--- config.mk ---
export PLATFORM = sky130hd
export DESIGN_NAME = avalon_packetizer
export DESIGN_NICKNAME = d
export VERILOG_FILES = /design/src/rtl/avalon_packetizer.sv
export SDC_FILE = /design/constraint.sdc
export NUM_CORES = 1
export LEC_CHECK = 0
export ABC_AREA = 1
export CAP_MARGIN = 30
export CORE_UTILIZATION = 33
export DETAILED_ROUTE_END_ITERATION = 7
export GPL_ROUTABILITY_DRIVEN = 0
export GPL_TIMING_DRIVEN = 0
export PLACE_DENSITY = 0.85
export SLEW_MARGIN = 20
export SYNTH_ARGS = -nofsm -noshare
export SYNTH_HDL_FRONTEND = slang
export SYNTH_SLANG_ARGS = --single-unit
--- constraint.sdc ---
create_clock -name clk -period 1.5 [get_ports clk]
set_clock_uncertainty 0.15 [all_clocks]
set_input_delay 0.225 -clock clk [delete_from_list [all_inputs] [get_ports clk]]
set_output_delay 0.225 -clock clk [all_outputs]
set_load 0.03 [all_outputs]
--- src/rtl/avalon_packetizer.sv ---
// avalon_packetizer
// Frames a flat stream of payload words into Avalon-ST packets. A byte length is
// accepted while idle; exactly ceil(len/DATA_WIDTH_IN_BYTES) words are then passed
// straight through to the packet port. The first word carries sop. The last word
// carries eop and the count of unused bytes in empty.
// Zero-length requests are consumed and flagged with a one-cycle len_err pulse.

module avalon_packetizer #(
  parameter int DATA_WIDTH_IN_BYTES = 8,
  parameter int LEN_WIDTH           = 16
) (
  input  logic                                 clk,
  input  logic                                 rst,
  // packet length request
  input  logic [LEN_WIDTH-1:0]                 cfg_len,
  input  logic                                 cfg_len_valid,
  output logic                                 cfg_len_rdy,
  // raw payload stream
  input  logic [8*DATA_WIDTH_IN_BYTES-1:0]     in_data,
  input  logic                                 in_valid,
  output logic                                 in_rdy,
  // Avalon-ST packet master (flattened packet_msg bundle)
  output logic [8*DATA_WIDTH_IN_BYTES-1:0]     packet_msg_data,
  output logic                                 packet_msg_valid,
  input  logic                                 packet_msg_rdy,
  output logic                                 packet_msg_sop,
  output logic                                 packet_msg_eop,
  output logic [((DATA_WIDTH_IN_BYTES > 1) ? $clog2(DATA_WIDTH_IN_BYTES) : 1)-1:0] packet_msg_empty,
  // status pulses
  output logic                                 len_err,
  output logic                                 pkt_done
);

  localparam int DATA_W  = 8 * DATA_WIDTH_IN_BYTES;
  localparam int EMPTY_W = (DATA_WIDTH_IN_BYTES > 1) ? $clog2(DATA_WIDTH_IN_BYTES) : 1;

  // Word size and unit count expressed in the length domain so all length
  // arithmetic stays LEN_WIDTH wide and never overflows.
  localparam logic [LEN_WIDTH-1:0] BYTES_L = LEN_WIDTH'(DATA_WIDTH_IN_BYTES);
  localparam logic [LEN_WIDTH-1:0] ONE_L   = {{(LEN_WIDTH-1){1'b0}}, 1'b1};
  localparam logic [LEN_WIDTH-1:0] ZERO_L  = {LEN_WIDTH{1'b0}};

  typedef enum logic [0:0] {
    IDLE = 1'b0,
    SEND = 1'b1
  } state_t;

  state_t               state_q, state_d;
  logic [LEN_WIDTH-1:0] words_left_q, words_left_d;
  logic [EMPTY_W-1:0]   empty_last_q, empty_last_d;
  logic                 first_word_q, first_word_d;
  logic                 len_err_q, len_err_d;
  logic                 pkt_done_q, pkt_done_d;

  // Length decode: quotient plus a round-up unit rather than (len + B - 1) / B,
  // so the all-ones length cannot wrap.
  logic [LEN_WIDTH-1:0] len_quot_s;
  logic [LEN_WIDTH-1:0] len_rem_s;
  logic                 len_rem_nz_s;
  logic [LEN_WIDTH-1:0] len_words_s;
  logic [EMPTY_W-1:0]   len_empty_s;

  // Convert the offered byte length into a word count and trailing empty bytes.
  always_comb begin
    len_quot_s   = cfg_len / BYTES_L;
    len_rem_s    = cfg_len % BYTES_L;
    len_rem_nz_s = (len_rem_s != ZERO_L);
    len_words_s  = len_quot_s + {{(LEN_WIDTH-1){1'b0}}, len_rem_nz_s};
    if (len_rem_nz_s) begin
      len_empty_s = EMPTY_W'(BYTES_L - len_rem_s);
    end else begin
      len_empty_s = {EMPTY_W{1'b0}};
    end
  end

  // State register and per-packet bookkeeping; reset returns to IDLE at once.
  always_ff @(posedge clk or negedge rst) begin
    if (!rst) begin
      state_q      <= IDLE;
      words_left_q <= ZERO_L;
      empty_last_q <= {EMPTY_W{1'b0}};
      first_word_q <= 1'b0;
      len_err_q    <= 1'b0;
      pkt_done_q   <= 1'b0;
    end else begin
      state_q      <= state_d;
      words_left_q <= words_left_d;
      empty_last_q <= empty_last_d;
      first_word_q <= first_word_d;
      len_err_q    <= len_err_d;
      pkt_done_q   <= pkt_done_d;
    end
  end

  // Next-state logic and the combinational pass-through of the payload stream.
  always_comb begin
    state_d          = state_q;
    words_left_d     = words_left_q;
    empty_last_d     = empty_last_q;
    first_word_d     = first_word_q;
    len_err_d        = 1'b0;
    pkt_done_d       = 1'b0;
    cfg_len_rdy      = 1'b0;
    in_rdy           = 1'b0;
    packet_msg_valid = 1'b0;
    packet_msg_data  = {DATA_W{1'b0}};
    packet_msg_sop   = 1'b0;
    packet_msg_eop   = 1'b0;
    packet_msg_empty = {EMPTY_W{1'b0}};

    case (state_q)
      IDLE: begin
        cfg_len_rdy = 1'b1;
        if (cfg_len_valid) begin
          if (cfg_len != ZERO_L) begin
            words_left_d = len_words_s;
            empty_last_d = len_empty_s;
            first_word_d = 1'b1;
            state_d      = SEND;
          end else begin
            // Zero-length request: consume it, report, stay idle.
            len_err_d = 1'b1;
          end
        end else begin
          state_d = IDLE;
        end
      end

      SEND: begin
        packet_msg_valid = in_valid;
        packet_msg_data  = in_data;
        in_rdy           = packet_msg_rdy;
        packet_msg_sop   = in_valid & first_word_q;
        packet_msg_eop   = in_valid & (words_left_q == ONE_L);
        if (packet_msg_eop) begin
          packet_msg_empty = empty_last_q;
        end else begin
          packet_msg_empty = {EMPTY_W{1'b0}};
        end

        if (in_valid && packet_msg_rdy) begin
          first_word_d = 1'b0;
          words_left_d = words_left_q - ONE_L;
          if (words_left_q == ONE_L) begin
            state_d    = IDLE;
            pkt_done_d = 1'b1;
          end else begin
            state_d = SEND;
          end
        end else begin
          state_d = SEND;
        end
      end

      default: begin
        state_d = IDLE;
      end
    endcase
  end

  assign len_err  = len_err_q;
  assign pkt_done = pkt_done_q;

endmodule

==> results.md, run 1 <==
- Status: complete, but fails checks
- Failing checks: negative setup slack
- Maxcap violations: 0
- Yosys reg bits: 23
- Netlist Area Pre-Place: 2410 sq um
- Vias in the first global route: 3432
- Number of distinct library cells after synthesis: 28
- Main combinational cell family by area after synthesis: simple AND/OR/NAND/NOR gates
- Unrepaired setup endpoints after global routing: yes
- Syn avg cell area: 5.49 sq um
- First-pass GRT wire length: 15400 microns
- Final setup vio count: 87
- Power per cell area: 1330 nW/um^2
- Vias: 3835
- Setup slack after layout: -0.560 ns
- DR iter-0 viols: 433
- CTS tree: done
- Global routing met3 resource utilization: 0.0294
- Port bufs: 158
- Register area: 577 sq um
- Async S/R FF share, synth: 1.00
- Adder-cell share of the synthesized area: 0.0312
- Hold Violations, Final: 0
- LEAKAGE: 2.90 nW
- Die H: 87.5 microns
- Final Util: 0.821
- Simple-gate area share of the yosys netlist: 0.462
- Clock-pin slew on the worst setup and hold paths: 0.09 ns
- Initial antenna violation count: 0
- Worst skew pair latency: 0.27 ns
- Minimum clock period: 2.06 ns
- Fill cells: 366
- Hold crit path type: in -> reg
- Routed WL per cell: 16.5 microns
- IR Drop Worst-Case VDD: 0.682 mV
- Sum Neg Setup Slack: -24.13 ns
- Crit path kind: reg -> out
- Initial core utilization: 0.349
- CTS Buffer Depth: 2
- Final WL: 12400 microns
- Fin nets: 749
- Most frequent cells in the layout: 93 x buf_6, 91 x nand2_1, 74 x inv_2
- P&R area growth vs syn: 135%
- GRT overflow: 0
- Post-route antenna net violation count: 0
- Hold buffers post-CTS: 0
- Met1 Track Usage GR: 0.281
- Vias per cell: 5.09
- Overall routing resource usage: 0.254
- Hpwl dp: 6500 microns
- Ys flop type: dfrtp_1
- Placed cell count: 694
- Synth warn: 0
- Max H-tree Level: 1
- Mux contribution to synthesized area: 0
- Core area: 6910 sq um
- CTS sink count: 23
- Share of layout cells above drive strength 1: 0.545
- Largest net degree at the start of global routing: 15
- Number of buffers created by CTS: 3
- Gr busiest metal: met2
- Final worst path period share: 1.37
- Synth Area in Compound Gates: 0.0566
- Cells after Synth: 439
- Antenna cells: 0
- Fmax: 485 MHz
- TritonRoute pass-1 iters: 7
- Post-synthesis sequential area ratio: 0.239
- Syn_nets: 530
- Non-filler instance count after layout: 753
- Multi-input gate area: 2060 sq um
- Slew Viols, Final: 0
- Post-synth EDFFs: 0
- Crit. End Element: output pin
- Rel. slew slack: 0.647
- DRC errors left: 0
- Arr. time, crit path: 1.68 ns
- Row cnt: 30
- Commonest non-fill, non-tap cell in the layout: buf_6
- Die width: 87.5 microns
- Synth Area in XOR/XNOR: 0.0145
- Die footprint: 7650 sq um
- Worst slew pin tran: 0.528 ns
- CP Launch Type: flip-flop
- Clk root buf: clkbuf_8
- Worst EP required: 1.12 ns
- Met2 Track Usage GR: 0.491
- I/O pins: 159
- Crit-path max FO: 4
==> per-layer routing <==
layer | routed length (microns) | vias to the layer above
met2 | 6720 | 264
li1 | - | 1728
met5 | 0 | -
met4 | 645 | 0
met3 | 893 | 69
met1 | 4130 | 1774
==> registers in the layout, summed over array words and instances (netlist names) <==
register	cells
first_word_q	1
state_q	1
words_left_q	16
empty_last_q	3
len_err	1
pkt_done	1
==> final cells by class <==
type,instances,share of cell area
inverters,109,0.0792
flip-flops and latches,23,0.102
plain buffers,10,0.0302
multi-input cells,295,0.364
well taps,96,0.0212
repair buffers,216,0.396
clock buffers,4,0.00794
==> worst max-delay path, stage by stage, from the launching register on <==
cell and delay, ns:
dfrtp_1 0.42, nor2_2 0.17, and2_4 0.20, and3_4 0.21
nand3_4 0.14, nor2_4 0.13, buf_6 0.13
==> timing repair <==
action                                  in CTS  in global routing
buffers inserted                            36                 21
gates cloned                                 6                  1
pin swaps                                   14                 20
resized for setup                          698                124
endpoints found under the setup margin      94                 92
==> where the power goes <==
group	internal [mW]	total, mW	switching, mW
registers	0.869	1.11	0.238
clock network	0.190	0.407	0.217
logic	2.63	6.03	3.41
total	3.69	7.55	3.86
==> final timing paths <==
check	startpoint	end	slack (ns)	cells after the start
hold reg to reg	words_left_q[15]	words_left_q[15]	0.40	2
setup reg to reg	words_left_q[0]	words_left_q[6]	-0.45	13
max in group asynchronous	rst	empty_last_q[0]	0.57	2
min in group asynchronous	rst	words_left_q[2]	0.14	1
setup / recovery	words_left_q[6]	packet_msg_empty[0]	-0.56	6
hold / removal	cfg_len[0]	empty_last_q[0]	0.12	3
==> per-stage QoR <==
stage	cell area, sq um	hold WS (ns)	worst slack, ns	power, mW
2_1_floorplan	2560	-0.221	-0.137	3.49
3_3_place_gp	4260	0.348	-0.913	4.66
3_5_place_dp	4280	0.369	-0.947	4.75
4_1_cts	5180	0.0923	-0.452	6.40
5_1_grt	5670	0.153	-0.588	7.87
6_report	5670	0.125	-0.560	7.55
==> cell families after synthesis <==
family          count (synthesis)
buf+inv                       121
simple gates                  261
flops                          23
xor+xnor                        4
fa+ha+maj                       6
compound gates                 24
==> synthesized netlist by cell type, types with 3 or more instances <==
library cell	n	area, sq um
o21ai_1	4	20.0
nor2_1	36	135
o21ai_0	13	65.1
nand2_1	164	616
buf_2	5	25.0
clkbuf_1	4	15.0
nor2_2	10	62.6
inv_1	107	402
nand4_1	5	31.3
o21ai_2	4	35.0
nand3_1	33	165
dfrtp_1	23	576
nor3_1	3	15.0
ha_1	6	75.1
Note: power is estimated with default switching activity, not from simulation.
==> run 2: changes to the inputs <==
--- a/config.mk
+++ b/config.mk
@@ -7,6 +7,7 @@
 export LEC_CHECK = 0
 export ABC_AREA = 1
 export CAP_MARGIN = 30
+export CORE_MARGIN = 4
 export CORE_UTILIZATION = 33
 export DETAILED_ROUTE_END_ITERATION = 7
 export GPL_ROUTABILITY_DRIVEN = 0
==> run 2 against run 1 <==
Net effect:
- cell count is 1.2% lower
- largest power group unchanged
- the run still ends with negative setup slack left
- core utilization down 0.89 points
- clock power up 6.4%
- sequential power is 5% higher
- count of clock-buffer cells in the layout stayed put
- global-route usage fell by 0.67 points
- design area decreased by 0.55%
- setup slack lost 0.020 ns
==> results.md, run 2 (synthesized netlist as in run 1, its figures left out) <==
- Clock-pin slew on the worst setup and hold paths: 0.09 ns (about the same)
- Hold buffers post-CTS: 0 (unchanged)
- Gr busiest metal: met2
- Max H-tree Level: 1 (unchanged)
- CTS tree: done
- Minimum clock period: 2.08 ns (+0.0197 ns)
- Register area: 581 sq um (+0.65%)
- DR iter-0 viols: 356 (-18%)
- Port bufs: 158 (unchanged)
- Unrepaired setup endpoints after global routing: yes
- Initial antenna violation count: 0 (unchanged)
- Antenna cells: 0 (unchanged)
- Slew Viols, Final: 0 (unchanged)
- Met2 Track Usage GR: 0.476 (-0.0150)
- Die footprint: 8730 sq um (+14%)
- Setup slack after layout: -0.580 ns (-0.0197 ns)
- Worst skew pair latency: 0.29 ns (+0.02 ns)
- Arr. time, crit path: 1.70 ns (+0.02 ns)
- Status: complete, but fails checks
- Largest regs: words_left_q (16), empty_last_q (3)
- I/O pins: 159 (unchanged)
- Initial core utilization: 0.347 (-0.00189)
- Multi-input gate area: 2060 sq um (-0.18%)
- Hold Violations, Final: 0 (unchanged)
- Overall routing resource usage: 0.248 (-0.00668)
- Share of layout cells above drive strength 1: 0.537 (-0.00786)
- DRC errors left: 0 (unchanged)
- Vias in the first global route: 3673 (+7.0%)
- Most flop-heavy register: words_left_q
- IR Drop Worst-Case VDD: 0.633 mV (-7.2%)
- Critical path, cell by cell: nor2_2 > and2_4 > and3_4 > nand3_4 > nor2_4 > buf_6
- Met1 Track Usage GR: 0.264 (-0.0172)
- Reg-to-reg setup timing slack: -0.48 ns (-0.03 ns)
- Worst slew pin tran: 0.574 ns (+0.0465 ns)
- Largest register FFs: 16 (unchanged)
- Global routing met3 resource utilization: 0.0434 (+0.0141)
- Vias: 3811 (-0.63%)
- Fmax: 481 MHz (-0.95%)
- Rel. slew slack: 0.616 (-0.0311)
- Number of buffers created by CTS: 3 (unchanged)
- TritonRoute pass-1 iters: 6 (-1)
- Hold Crit Endpoint: empty_last_q[0]
- Commonest non-fill, non-tap cell in the layout: buf_6
- HP Start: cfg_len[0]
- First-pass GRT wire length: 17400 microns (+13%)
- Capture point of the worst reg-to-reg path: words_left_q[6]
- Worst EP required: 1.12 ns (about the same)
- CP Launch Type: flip-flop
- Clk root buf: clkbuf_8
- CP Buf/Inv Count: 1 (unchanged)
- Crit-path max FO: 5 (+1)
- Fin nets: 740 (-1.2%)
- CTS Buffer Depth: 2 (unchanged)
- Slowest-stage cell, CP: dfrtp_2
- Largest net degree at the start of global routing: 13 (-2)
- Maxcap violations: 0 (unchanged)
- Die H: 93.5 microns (+6.9%)
- Power per cell area: 1300 nW/um^2 (-2.4%)
- CP delay by family, top: simple AND/OR/NAND/NOR gates
- Worst Reg2Reg Path Length in Cells: 12 (-1)
- Die width: 93.5 microns (+6.9%)
- Final worst path period share: 1.39 (+0.0131)
- Routed WL per cell: 18.2 microns (+10%)
- Hold depth: 3 (unchanged)
- Post-route antenna net violation count: 0 (unchanged)
- Failing checks: negative setup slack
- Final Util: 0.812 (-0.00894)
- Vias per cell: 5.12 (+0.58%)
- Final setup vio count: 90 (+3.4%)
- P&R area growth vs syn: 134%
- Final WL: 13500 microns (+9.1%)
- Most frequent cells in the layout: 94 x buf_6, 88 x nand2_1, 73 x inv_2
- Core area: 6940 sq um (+0.54%)
- Fill cells: 353 (-3.6%)
- GRT overflow: 0 (unchanged)
- Row cnt: 30 (unchanged)
- Hold crit path type: in -> reg
- Crit. End Element: output pin
- CTS sink count: 23 (unchanged)
- Crit-path max cell delay: 0.48 ns (+0.06 ns)
- Setup WS pre-CTS: -0.950 ns (-0.00356 ns)
- Crit path kind: reg -> out
- RR Startpoint: words_left_q[1]
- Hpwl dp: 7170 microns (+10%)
- LEAKAGE: 2.89 nW (-0.50%)
## run 2: changes by cell type in the layout (fill, tap and decap cells not counted), sizes merged
cell | before | now
buf | 139 | 131
clkbuf | 8 | 6
clkdlybuf4s15 | 3 | 0
dlygate4sd2 | 12 | 16
## run 2: tightest hold or removal path, cell delays in order
cell     delay (ns)
buf_4          0.11
nand3_1        0.09
o21ai_0        0.08
## run 2: worst max-delay path by stage
stage / startpoint / to / slack (ns) / cells after the start
3_5_place_dp: cfg_len[1] / words_left_q[8] / -0.95 / 14
2_1_floorplan: cfg_len[1] / words_left_q[8] / -0.14 / 13
3_3_place_gp: cfg_len[1] / words_left_q[10] / -0.91 / 17
5_1_grt: words_left_q[2] / packet_msg_empty[1] / -0.63 / 6
4_1_cts: words_left_q[1] / packet_msg_empty[1] / -0.55 / 7
6_report: words_left_q[6] / packet_msg_empty[1] / -0.58 / 6
## run 2: power by group
group	switching, mW	leakage (nW)	total (mW)	internal (mW)
Clock	0.241	0.0228	0.433	0.192
Combinational	3.25	2.58	5.72	2.47
Sequential	0.295	0.290	1.17	0.875
Total	3.79	2.89	7.32	3.53
## run 2: layout make-up
| type | count | share of cell area |
|---|---|---|
| Buffer | 7 | 0.0195 |
| Clock buffer | 4 | 0.00799 |
| Inverter | 109 | 0.0805 |
| Multi-Input combinational cell | 295 | 0.365 |
| Sequential cell | 23 | 0.103 |
| Tap cell | 96 | 0.0213 |
| Timing Repair Buffer | 210 | 0.403 |
## run 2: metrics by stage
step / hold slack (ns) / TNS, ns / std cells / power, mW / instance area (sq um)
2_1_floorplan: -0.221 / -1.05 / 439 / 3.49 / 2560
3_3_place_gp: 0.347 / -67.34 / 693 / 4.68 / 4260
3_5_place_dp: 0.369 / -66.29 / 694 / 4.79 / 4280
4_1_cts: 0.109 / -22.34 / 744 / 6.45 / 5260
5_1_grt: 0.133 / -26.28 / 744 / 7.66 / 5640
6_report: 0.101 / -22.95 / 744 / 7.32 / 5640
## run 2: routing by layer
metal,wire length (microns),vias to the layer above,part of all wire
met1,4220,1759,0.31
met5,0,-,0
met2,7470,275,0.55
li1,-,1710,-
met3,1110,67,0.082
met4,719,0,0.053
## run 2: repair_timing
| action | 4_1_cts | 5_1_grt |
|---|---|---|
| cloned | 7 | 2 |
| pin swaps | 17 | 4 |
| buffers inserted | 39 | 14 |
| endpoints found under the setup margin | 94 | 93 |
| gates resized for setup | 701 | 138 |
| endpoints found under the hold margin | 0 | 0 |
